===== src/rtl/mul_64_pkg.sv =====
// Shared definitions for the position-arithmetic units (multiplier and divider).
// Holds the FSM state encoding, default operand geometry and Q32.32 constants.
// No logic of its own.
package mul_64_pkg;

    localparam int DEF_WIDTH = 64;
    localparam int DEF_FRAC  = 32;

    // Q32.32 representation of 1.0, shared with the divider
    localparam logic [63:0] ONE = 64'(1) << 32;

    typedef enum logic [1:0] {
        IDLE = 2'd0,
        RUN  = 2'd1,
        DONE = 2'd2
    } state_t;

endpackage


===== src/rtl/mul_64_if.sv =====
// Start/busy/done handshake bundle between the motion controller and mul_64.
// Pure wiring, no latency.
// No backpressure: the controller must wait for busy low before a new start.
interface mul_64_if
    import mul_64_pkg::*;
#(
    parameter int WIDTH = DEF_WIDTH
);
    logic             init_in;
    logic [WIDTH-1:0] A;
    logic [WIDTH-1:0] B;
    logic [WIDTH-1:0] Result;
    logic             busy;
    logic             done;

    modport master (output init_in, A, B, input Result, busy, done);
    modport slave  (input init_in, A, B, output Result, busy, done);
endinterface


===== src/rtl/mul_64_step.sv =====
// One shift-add iteration: conditionally add mcand into the upper half, then shift right.
// Purely combinational, zero latency.
// No handshake; the caller sequences iterations.
module mul_step #(
    parameter int WIDTH = 64
) (
    input  logic [2*WIDTH-1:0] i_prod,
    input  logic [WIDTH-1:0]   i_mcand,
    input  logic               i_mplr_bit,
    output logic [2*WIDTH-1:0] o_prod
);

    logic [WIDTH:0] w_sum;

    // Add with the carry kept, then shift the whole product right with the carry entering the MSB
    always_comb begin
        w_sum  = {1'b0, i_prod[2*WIDTH-1:WIDTH]} + {1'b0, (i_mcand & {WIDTH{i_mplr_bit}})};
        o_prod = (2*WIDTH)'({w_sum, i_prod[WIDTH-1:0]} >> 1);
    end

endmodule


===== src/rtl/mul_64.sv =====
// Sequential unsigned fixed-point multiplier, Result = (A*B) >> FRAC, one multiplier bit per clock.
// Latency: start edge k -> Result/done after edge k+WIDTH+1; busy high WIDTH+1 cycles.
// Starts arriving while busy are dropped; MUL64_SATURATE_EN clamps overflowed results to all ones.
module mul_64
    import mul_64_pkg::*;
#(
    parameter int WIDTH = DEF_WIDTH,
    parameter int FRAC  = DEF_FRAC
) (
    input logic       clk,
    input logic       rst,
    mul_64_if.slave   bus
);

    localparam int            CW   = (WIDTH > 1) ? $clog2(WIDTH) : 1;
    localparam logic [CW-1:0] LAST = CW'(WIDTH - 1);

    state_t             r_state;
    state_t             w_state_nxt;
    logic               r_init_q;
    logic               w_start;
    logic [2*WIDTH-1:0] r_prod;
    logic [2*WIDTH-1:0] w_prod_nxt;
    logic [WIDTH-1:0]   r_mcand;
    logic [WIDTH-1:0]   r_mplr;
    logic [WIDTH-1:0]   r_result;
    logic [CW-1:0]      r_cnt;
    logic               r_busy;
    logic               r_done;

    assign w_start    = bus.init_in & ~r_init_q;
    assign bus.Result = r_result;
    assign bus.busy   = r_busy;
    assign bus.done   = r_done;

`ifdef MUL64_SATURATE_EN
    logic w_ovf;
    assign w_ovf = |(r_prod >> (FRAC + WIDTH));
`endif

    mul_step #(.WIDTH(WIDTH)) u_step (
        .i_prod     (r_prod),
        .i_mcand    (r_mcand),
        .i_mplr_bit (r_mplr[0]),
        .o_prod     (w_prod_nxt)
    );

    // Track init_in every cycle so a held level never retriggers, even across RUN/DONE
    always_ff @(posedge clk) begin
        if (!rst) r_init_q <= 1'b0;
        else      r_init_q <= bus.init_in;
    end

    // State register
    always_ff @(posedge clk) begin
        if (!rst) r_state <= IDLE;
        else      r_state <= w_state_nxt;
    end

    // Next-state: start only honoured in IDLE, fixed WIDTH iterations, one DONE cycle
    always_comb begin
        w_state_nxt = r_state;
        case (r_state)
            IDLE:    if (w_start) w_state_nxt = RUN;
            RUN:     if (r_cnt == LAST) w_state_nxt = DONE;
            DONE:    w_state_nxt = IDLE;
            default: w_state_nxt = IDLE;
        endcase
    end

    // Datapath and handshake registers; reset aborts any operation without touching Result afterwards
    always_ff @(posedge clk) begin
        if (!rst) begin
            r_prod   <= '0;
            r_mcand  <= '0;
            r_mplr   <= '0;
            r_cnt    <= '0;
            r_result <= '0;
            r_busy   <= 1'b0;
            r_done   <= 1'b0;
        end else begin
            r_done <= 1'b0;
            case (r_state)
                IDLE: begin
                    if (w_start) begin
                        r_mcand <= bus.A;
                        r_mplr  <= bus.B;
                        r_prod  <= '0;
                        r_cnt   <= '0;
                        r_busy  <= 1'b1;
                    end
                end
                RUN: begin
                    r_prod <= w_prod_nxt;
                    r_mplr <= r_mplr >> 1;
                    r_cnt  <= r_cnt + 1'b1;
                end
                DONE: begin
`ifdef MUL64_SATURATE_EN
                    if (w_ovf) r_result <= '1;
                    else       r_result <= r_prod[FRAC +: WIDTH];
`else
                    r_result <= r_prod[FRAC +: WIDTH];
`endif
                    r_done <= 1'b1;
                    r_busy <= 1'b0;
                end
                default: ;
            endcase
        end
    end

endmodule


===== src/flat_wrapper.sv =====
// flat-port wrapper written by rule: the top's interface ports become plain ports
module mul_64_flat import mul_64_pkg::*;
#(
    parameter int WIDTH = DEF_WIDTH,
    parameter int FRAC  = DEF_FRAC
)
  (clk, rst, bus_init_in, bus_A, bus_B, bus_Result, bus_busy, bus_done);
  mul_64_if #(.WIDTH(WIDTH)) bus_i ();
  input logic clk;
  input logic rst;
  input wire logic [$bits(bus_i.init_in)-1:0] bus_init_in;
  input wire logic [$bits(bus_i.A)-1:0] bus_A;
  input wire logic [$bits(bus_i.B)-1:0] bus_B;
  output wire logic [$bits(bus_i.Result)-1:0] bus_Result;
  output wire logic [$bits(bus_i.busy)-1:0] bus_busy;
  output wire logic [$bits(bus_i.done)-1:0] bus_done;
  assign bus_i.init_in = bus_init_in;
  assign bus_i.A = bus_A;
  assign bus_i.B = bus_B;
  assign bus_Result = bus_i.Result;
  assign bus_busy = bus_i.busy;
  assign bus_done = bus_i.done;
  mul_64 #(.WIDTH(WIDTH), .FRAC(FRAC)) u_core (.clk(clk), .rst(rst), .bus(bus_i));
endmodule

===== config.mk =====
export PLATFORM = sky130hd
export DESIGN_NAME = mul_64_flat
export DESIGN_NICKNAME = d
export VERILOG_FILES = /design/src/rtl/mul_64_pkg.sv /design/src/rtl/mul_64_if.sv /design/src/rtl/mul_64_step.sv /design/src/rtl/mul_64.sv /design/src/flat_wrapper.sv
export SDC_FILE = /design/constraint.sdc
export NUM_CORES = 1
export LEC_CHECK = 0
export CAP_MARGIN = 40
export CORE_MARGIN = 4
export CORE_UTILIZATION = 50
export DETAILED_ROUTE_END_ITERATION = 8
export PLACE_DENSITY = 0.77
export SLEW_MARGIN = 20
export SYNTH_ARGS = -nofsm -noshare
export SYNTH_HDL_FRONTEND = slang
export SYNTH_SLANG_ARGS = --single-unit

===== constraint.sdc =====
create_clock -name clk -period 7.77 [get_ports clk]
set_input_delay 1.554 -clock clk [delete_from_list [all_inputs] [get_ports clk]]
set_output_delay 1.554 -clock clk [all_outputs]
set_load 0.02 [all_outputs]

==> results by group, run 1 <==
Critical path
  – CP max FO: 44
  – Flop-to-flop setup slack: between 3 and 4 ns
  – Worst reg2reg path depth: 12
  – CP max stage cell: dfxtp_1
  – Worst setup SP type: flop
  – CP arrival: 4.71 ns
  – R2R Path End: u_core.r_prod[125]
  – Worst endpoint required time: 8.21 ns
  – CP Cell Sequence: buf_4 -> and2_1 -> ha_1 -> a21oi_1 -> o21ai_0 -> a211oi_1 -> o211ai_1 -> o21ai_0 -> o21ai_0 -> o31ai_1 -> xor2_1 -> o21ai_0
  – Critical Path Start: u_core.r_mplr[0]
  – CP peak stage delay: 0.71 ns
  – Reg-to-Reg Start: u_core.r_mplr[0]
  – Cell repeated most along the worst path: o21ai_0
  – Crit end category: flop
  – Crit Path Category: flop to flop

Die
  – Initial core utilization: approximately 51%
  – Die Y: around 180 µm
  – Cell Rows: 62
  – Core ar.: 0.0291 mm²
  – IO Pins: 197
  – Die X: ~180 µm
  – Die ar.: 0.0327 mm²

Route
  – Routed vias/inst: 5.62
  – ANT nets after route: 0
  – Wire per inst: 15.7 µm
  – DRT iter0 DRCs: between 800 and 900
  – Overall routed net length: 37.4 mm
  – DR vias: 13400
  – DRC Markers: 0
  – Drt pass-1 iters: 5

Clocking
  – Clock Path Buffers: 3
  – Clk Latency, worst-skew pair: around 0.57 ns
  – CTS Hold Bufs: 0
  – Resize count post-CTS: 0
  – Clk slew on worst S/H paths: 0.06 ns
  – Total CTS buffers: 31
  – CTS root buffer: clkbuf_16
  – TritonCTS clock tree: yes
  – Sink Count: 299
  – H-tree depth: 1
  – Post-CTS Setup Bufs: 0

Outcome
  – Outcome: complete, no violations

Hold path
  – Hold path cells: 2
  – Hold endpoint: u_core.r_mcand[53]
  – Hold Crit Start: u_core.r_mcand[53]
  – Worst hold path type: flop to flop

Place
  – Placed cells: 2325
  – Post-DP Area: between 0.015 and 0.02 mm²
  – RD Place Congestion: ~0.92
  – DP HPWL: 26.3 mm
  – Buffers on Ports: approximately 200

Global routing
  – Gr ovfl total: 0
  – Initial antenna violation count: 1
  – Pin count of the biggest net entering global routing: 120
  – GRT Util Overall: 21.6%
  – First-pass GRT wire length: approximately 61 mm
  – Number of global-route vias before repair: 12700

Synthesis
  – Synthesized Nets: 2052
  – Top cells by count, synth: nand2_1 (358), dfxtp_1 (299), nor2_1 (178)
  – Post-synth top area share: roughly two fifths
  – Syn Inst Count: 1855
  – EDFF count, synth: 0
  – Main area contributors after synthesis: dfxtp_1 (40%), nand2_1 (9.0%), a21boi_0 (6.7%), ha_1 (5.5%), nor2_1 (4.5%)
  – #FFs+latches synth: 299
  – Synthesized area: 0.0149 mm²
  – Syn_area_per_cell: 8.04 µm²
  – Yosys warning total: 0
  – Most instantiated library cell after synthesis: nand2_1
  – Yosys cell types: 57
  – Sequential area share after synthesis: 40.1%
  – Area leader, netlist: dfxtp_1
  – Synth Flop Type: dfxtp_1
  – Fraction of registers with async set or reset after synthesis: 0%

Power and ir drop
  – VDD IR-drop max: 168 µV
  – Power per Cell Area: about 190 mW/mm²
  – Pleak: 6.92 nW
  – Total Power: between 3 and 4 mW

Timing
  – Worst-Margin Slew: 0.802 ns
  – Final Cycle Share: 55.0%
  – Final count of negative-setup-slack endpoints: 0
  – RSZ-0062 raised after global routing: no
  – Final hold vios: 0
  – Slew HR: around 47%
  – Slew Viols, Final: 0
  – FMAX: between 200 and 250 MHz
  – Sum of negative setup slack: 0 ns
  – Worst Clk Skew: 0.0243 ns
  – Crit path time final: 4.27 ns

Cells and area
  – # diodes: 0
  – Register area: approximately 0.0060 mm²
  – Number of fillers in the final layout: 2587
  – Share of layout cells above drive strength 1: between 4 and 5%
  – Multi-input logic area: between 0.008 and 0.009 mm²
  – Synth-to-layout area growth: 21.7%
  – Fin nets: 2171
  – Final std cells w/o fill: 2383
  – Final Cell Area: between 0.015 and 0.02 mm²
  – Post-layout util: 62.4%

Flow run
  – Number of max-cap violations: 0
registers in the layout, indices dropped and copies added (netlist names):
| name | cells |
|---|---|
| u_core.bus.busy | 1 |
| u_core.bus.done | 1 |
| u_core.r_state | 2 |
| u_core.r_prod | 96 |
| u_core.bus.Result | 64 |
| u_core.r_cnt | 6 |
| u_core.r_mplr | 64 |
| u_core.r_mcand | 64 |
| u_core.r_init_q | 1 |
metrics by stage:
| step | hold WS (ns) | setup slack, ns |
|---|---|---|
| 2_1_floorplan | 0.432 | 4.55 |
| 6_report | 0.458 | 3.50 |
| 3_3_place_gp | 0.444 | 3.11 |
| 5_1_grt | 0.478 | 3.15 |
| 4_1_cts | 0.461 | 3.59 |
| 3_5_place_dp | 0.449 | 3.44 |
power breakdown:
part	internal (mW)	total [mW]	switching (mW)
Combinational	0.147	0.323	0.176
Clock	0.887	1.50	0.613
Sequential	1.59	1.63	0.0368
Total	2.63	3.46	0.826
how the worst max path moves through the flow:
stage	end	slack (ns)	cells after the start
2_1_floorplan	u_core.r_prod[109]	4.55	8
3_3_place_gp	u_core.r_cnt[4]	3.11	6
3_5_place_dp	u_core.r_prod[126]	3.44	8
4_1_cts	u_core.r_prod[96]	3.59	13
5_1_grt	u_core.r_prod[121]	3.15	12
6_report	u_core.r_prod[125]	3.50	12
layer usage:
metal,vias up,track usage [%],share of wire [%]
met5,-,0,0.035
met4,2,5.78,2.8
met3,67,4.38,6.9
met2,374,36.5,46
met1,6240,28.4,44
li1,6716,-,-
cell type report:
type	count	share of cell area [%]
clock inverters	14	0.765
multi-input cells	1403	46.1
clock buffers	44	5.04
flip-flops and latches	299	33.0
repair buffers	212	11.9
inverters	27	0.558
well taps	384	2.65
worst max-delay path: cells and delay by family (launching register included):
family	cells	cell delay, ns
XOR/XNOR	1	0.19
AND/OR/NAND/NOR	1	0.19
adder cells (fa/ha/maj)	1	0.30
AO/OA/AOI/OAI	8	2.26
flip-flops	1	0.71
buffers and inverters	1	0.48
placed cells by master, fill, tap and decap left out, types with 8 or more instances in the layout:
master,netlist,layout
a21boi_0,134,134
a21o_1,33,33
a21oi_1,91,91
a22o_1,35,35
a32o_1,8,8
and2_1,94,94
buf_4,0,12
clkbuf_16,0,31
clkbuf_8,0,9
clkdlybuf4s50_1,0,195
dfxtp_1,299,299
ha_1,65,65
inv_1,27,27
nand2_1,358,357
nand3_1,44,44
nand4_1,19,19
nor2_1,178,178
nor2b_1,11,10
nor3_1,9,9
o21ai_0,101,101
o21bai_1,14,14
o221ai_1,63,63
or3_1,9,9
xnor2_1,27,27
xor2_1,22,22
cells by family (layout without fill, tap and decap cells):
family                     count (synthesis)  count (layout)  synth area share (%)
and+or+nand+nor                          749             749                  22.1
AOI/OAI and AO/OA                        539             539                  25.4
DFF                                      299             299                  40.1
buffers and inverters                    153             297                  3.92
adders and majority gates                 66              66                  5.59
xor gates and xnor gates                  49              49                  2.88
(Power assumes the default switching activity.)
==> run 2: changes to the inputs <==
PLACE_DENSITY = 0.8   (was 0.77)
clock period = 3.9 ns   (was 7.77 ns; I/O delays follow)
==> results by group, run 2 (same netlist as run 1, synthesis figures left out) <==
Outcome
  – Outcome: complete, no violations

Route
  – DRC Markers: 0
  – Routed vias/inst: 5.62
  – Overall routed net length: approximately 38 mm
  – ANT nets after route: 0
  – Wire per inst: 15.9 µm
  – Drt pass-1 iters: 5
  – DR vias: 13400
  – DRT iter0 DRCs: 836

Timing
  – Final hold vios: 0
  – Final count of negative-setup-slack endpoints: 0
  – Final Cycle Share: 89.9%
  – Slew HR: 43.8%
  – Worst Clk Skew: about 0.014 ns
  – RSZ-0062 raised after global routing: no
  – FMAX: 285 MHz
  – Crit path time final: 3.51 ns
  – Worst-Margin Slew: ~0.84 ns
  – Slew Viols, Final: 0
  – Min Hold Slack: 0.455 ns
  – Sum of negative setup slack: 0 ns

Clocking
  – Clk Latency, worst-skew pair: about 0.56 ns
  – CTS Hold Bufs: 0
  – Sink Count: between 200 and 300
  – Post-CTS Setup Bufs: 0
  – Clock Path Buffers: 3
  – Clk slew on worst S/H paths: 0.07 ns
  – Resize count post-CTS: 0
  – TritonCTS clock tree: yes
  – H-tree depth: 1
  – CTS root buffer: clkbuf_16
  – Total CTS buffers: 30

Cells and area
  – Share of layout cells above drive strength 1: 4.78%
  – Most frequent cells in the layout: nand2_1 (357), dfxtp_1 (299), clkdlybuf4s50_1 (195)
  – Number of fillers in the final layout: 2508
  – Max FFs per register: 96
  – Largest register by flop count: u_core.r_prod
  – # diodes: 0
  – Final std cells w/o fill: 2391
  – Fin nets: around 2200
  – Synth-to-layout area growth: 22.4%
  – Most common cell after layout, fill and taps aside: nand2_1

Global routing
  – GRT Util Overall: between 20 and 25%
  – Pin count of the biggest net entering global routing: 98
  – Number of global-route vias before repair: 12700
  – Gr ovfl total: 0
  – First-pass GRT wire length: 62.5 mm
  – Initial antenna violation count: 1

Place
  – Buffers on Ports: approximately 200
  – DP HPWL: 27.4 mm
  – Placed cells: between 2000 and 2500
  – RD Place Congestion: 0.933

Die
  – Core ar.: between 0.02 and 0.03 mm²
  – Cell Rows: slightly above 60
  – Initial core utilization: approximately half
  – Die X: 181 µm
  – Die Y: 181 µm
  – Die ar.: around 0.033 mm²
  – IO Pins: 197

Hold path
  – Worst hold path type: flop to flop

Critical path
  – Worst setup SP type: flop
  – Worst endpoint required time: ~4.3 ns
  – Crit end category: flop
  – CP arrival: 3.94 ns
  – Crit Path Category: flop to flop
  – CP max FO: 19

Power and ir drop
  – VDD IR-drop max: just over 400 µV
  – Power per Cell Area: 385 mW/mm²
  – Pleak: 6.98 nW
  – Total Power: 7.03 mW

Flow run
  – Number of max-cap violations: 0
## run 2: cell types whose count changed in the layout (fill, tap and decap cells not counted), moves of 2 or more
cell and delta:
buf_12 +4, buf_16 -3, buf_4 +11, bufinv_16 +4
clkbuf_1 +2, clkbuf_8 -4, clkinv_2 -2, inv_6 -2
## run 2: final cells by class
class,instances,area [µm²],share of cell area [%]
inverter,27,101,0.555
sequential,299,5990,32.8
clock buffer,42,867,4.75
multi-input combinational,1403,8380,45.9
tap,384,480,2.63
timing repair buffer,223,2220,12.2
clock inverter,13,221,1.21
## run 2: path summary, 6_finish.rpt
kind | startpoint | end | slack [ns] | depth (start not counted)
max | u_core.r_mplr[0] | u_core.r_prod[125] | 0.39 | 12
min | u_core.r_mcand[57] | u_core.r_mcand[57] | 0.45 | 2
max reg2reg | u_core.r_mplr[0] | u_core.r_prod[125] | 0.39 | 12
min reg2reg | u_core.r_mcand[57] | u_core.r_mcand[57] | 0.45 | 2
## run 2: worst max-delay path, cell delays in order, from the launching register on
cell and delay [ns]:
dfxtp_1 0.41, buf_4 0.26, and2_1 0.16, ha_1 0.33
a21oi_1 0.34, o22ai_1 0.14, o21ai_0 0.37, o211ai_1 0.14
o21ai_0 0.43, o21ai_0 0.28, o31ai_1 0.29, xor2_1 0.16
o21ai_0 0.08
## run 2: report_power, final
| group | switching [mW] | internal [mW] |
|---|---|---|
| Combinational | 0.357 | 0.292 |
| Clock | 1.20 | 1.94 |
| Sequential | 0.0705 | 3.18 |
| Total | 1.62 | 5.41 |
## run 2: per-layer routing
metal / global-route usage, % / share of wire (%) / up-vias
li1: - / - / 6734
met2: 38.5 / 47 / 341
met1: 27.9 / 44 / 6315
met4: 4.66 / 1.9 / 2
met3: 5.17 / 6.8 / 50
met5: 0 / 0.034 / -
## run 2: metrics by stage
stage | utilization (%) | cell area [µm²] | setup WS (ns)
after floorplan | - | 14900 | 0.730
after global placement | 58.7 | 17100 | 0.523
after detailed placement | 59.0 | 17100 | 0.454
after CTS | 62.7 | 18200 | 0.460
after global routing | 62.8 | 18300 | 0.0694
final | 62.8 | 18300 | 0.393
==> run 3: changes to the inputs <==
CAP_MARGIN = 20   (was 40)
==> results by group, run 3 (same netlist as run 1, synthesis figures left out) <==
Timing
  – FMAX: 284 MHz
  – Crit path time final: 3.52 ns
  – Worst Clk Skew: 0.0168 ns
  – Slew HR: 28.7%
  – Final setup margin: 0.377 ns
  – Final Cycle Share: 90.3%
  – Final hold vios: 0
  – Sum of negative setup slack: 0 ns
  – RSZ-0062 raised after global routing: no
  – Worst-Margin Slew: 1.07 ns
  – Final count of negative-setup-slack endpoints: 0
  – Slew Viols, Final: 0

Place
  – DP HPWL: 27.2 mm
  – RD Place Congestion: 0.933
  – Buffers on Ports: 196
  – Placement Setup Slack: 0.420 ns

Cells and area
  – Multi-input logic area: 0.00838 mm²
  – Share of layout cells above drive strength 1: 4.49%
  – Number of fillers in the final layout: 2525
  – Max FFs per register: 96
  – Register area: 0.00599 mm²
  – Most frequent cells in the layout: nand2_1 (357), dfxtp_1 (299), clkdlybuf4s50_1 (195)
  – # diodes: 0
  – Fin nets: 2178
  – Synth-to-layout area growth: 21.6%
  – Largest register by flop count: u_core.r_prod
  – Most common cell after layout, fill and taps aside: nand2_1

Critical path
  – Cell repeated most along the worst path: o21ai_0
  – Crit end category: flop
  – CP Cell Sequence: buf_4 -> and2_1 -> ha_1 -> a21oi_1 -> o22ai_1 -> o21ai_0 -> o211ai_1 -> o21ai_0 -> o21ai_0 -> o31ai_1 -> xor2_1 -> o21ai_0
  – Crit Path Category: flop to flop
  – Worst setup SP type: flop
  – CP peak stage delay: 0.43 ns
  – Worst endpoint required time: 4.33 ns
  – CP max FO: 19
  – CP max stage cell: o21ai_0
  – Flop-to-flop setup slack: between 0.3 and 0.4 ns
  – CP arrival: about 4.0 ns

Clocking
  – Post-CTS Setup Bufs: 0
  – Clk slew on worst S/H paths: 0.06 ns
  – CTS Hold Bufs: 0
  – TritonCTS clock tree: yes
  – Resize count post-CTS: 0
  – Sink Count: 299
  – Clock Path Buffers: 3
  – Clk Latency, worst-skew pair: 0.56 ns
  – H-tree depth: 1
  – Total CTS buffers: 31
  – CTS root buffer: clkbuf_16

Die
  – Core ar.: 0.0291 mm²
  – Cell Rows: 62
  – Die X: 181 µm
  – IO Pins: between 150 and 200
  – Die Y: 181 µm
  – Die ar.: around 0.033 mm²
  – Initial core utilization: just over 50%

Power and ir drop
  – VDD IR-drop max: ~340 µV
  – Total Power: 6.91 mW
  – Power per Cell Area: 381 mW/mm²
  – Pleak: about 6.9 nW

Global routing
  – Gr ovfl total: 0
  – First-pass GRT wire length: just over 60 mm
  – Initial antenna violation count: 1
  – GRT Util Overall: 22.0%
  – Number of global-route vias before repair: 12700
  – Pin count of the biggest net entering global routing: roughly 120

Hold path
  – Worst hold path type: flop to flop

Route
  – DRT iter0 DRCs: 936
  – Drt pass-1 iters: 5
  – Wire per inst: between 15 and 20 µm
  – ANT nets after route: 0
  – DRC Markers: 0
  – Overall routed net length: 37.9 mm
  – Routed vias/inst: 5.63
  – DR vias: 13400

Outcome
  – Outcome: complete, no violations

Flow run
  – Number of max-cap violations: 0
## run 3: worst max-delay path: cells and delay by family (launching register included)
kind	cells	cell delay, ns
xor+xnor	1	0.16
compound gates	8	2.08
buf+inv	1	0.26
flops	1	0.41
fa+ha+maj	1	0.33
simple gates	1	0.16
## run 3: through the flow
stage               instance area, µm²  std cells  utilization (%)  hold WS (ns)
floorplan                        14900       1855                -         0.432
global placement                 17100       2331             58.7         0.444
detailed placement               17100       2332             58.7         0.449
CTS                              18100       2387             62.4         0.463
global route                     18100       2387             62.4         0.483
finish                           18100       2387             62.4         0.458
## run 3: area by class of cell
cell class | instances | share of cell area (%)
Multi-Input combinational cell | 1403 | 46.2
Sequential cell | 299 | 33.0
Timing Repair Buffer | 219 | 11.8
Clock buffer | 46 | 4.97
Tap cell | 384 | 2.65
Clock inverter | 9 | 0.821
Inverter | 27 | 0.559
## run 3: final timing paths
| kind | start | end | cells past startpoint |
|---|---|---|---|
| setup / recovery | u_core.r_mplr[0] | u_core.r_prod[125] | 12 |
| hold / removal | u_core.r_mcand[63] | u_core.r_mcand[63] | 2 |
| setup reg to reg | u_core.r_mplr[0] | u_core.r_prod[125] | 12 |
| hold reg to reg | u_core.r_mcand[63] | u_core.r_mcand[63] | 2 |
## run 3: power breakdown
part           switching, mW  internal [mW]  total, mW  leakage [nW]
Clock                   1.17           1.85       3.02         0.518
Combinational          0.354          0.284      0.638          3.98
Sequential            0.0699           3.18       3.25          2.43
## run 3: per-layer routing
metal	part of all wire (%)	global-route usage, %	vias to the layer above
met5	0.034	0	-
met1	44	28.5	6272
met2	47	37.7	368
met3	7.1	4.89	54
li1	-	-	6735
met4	1.9	4.90	2
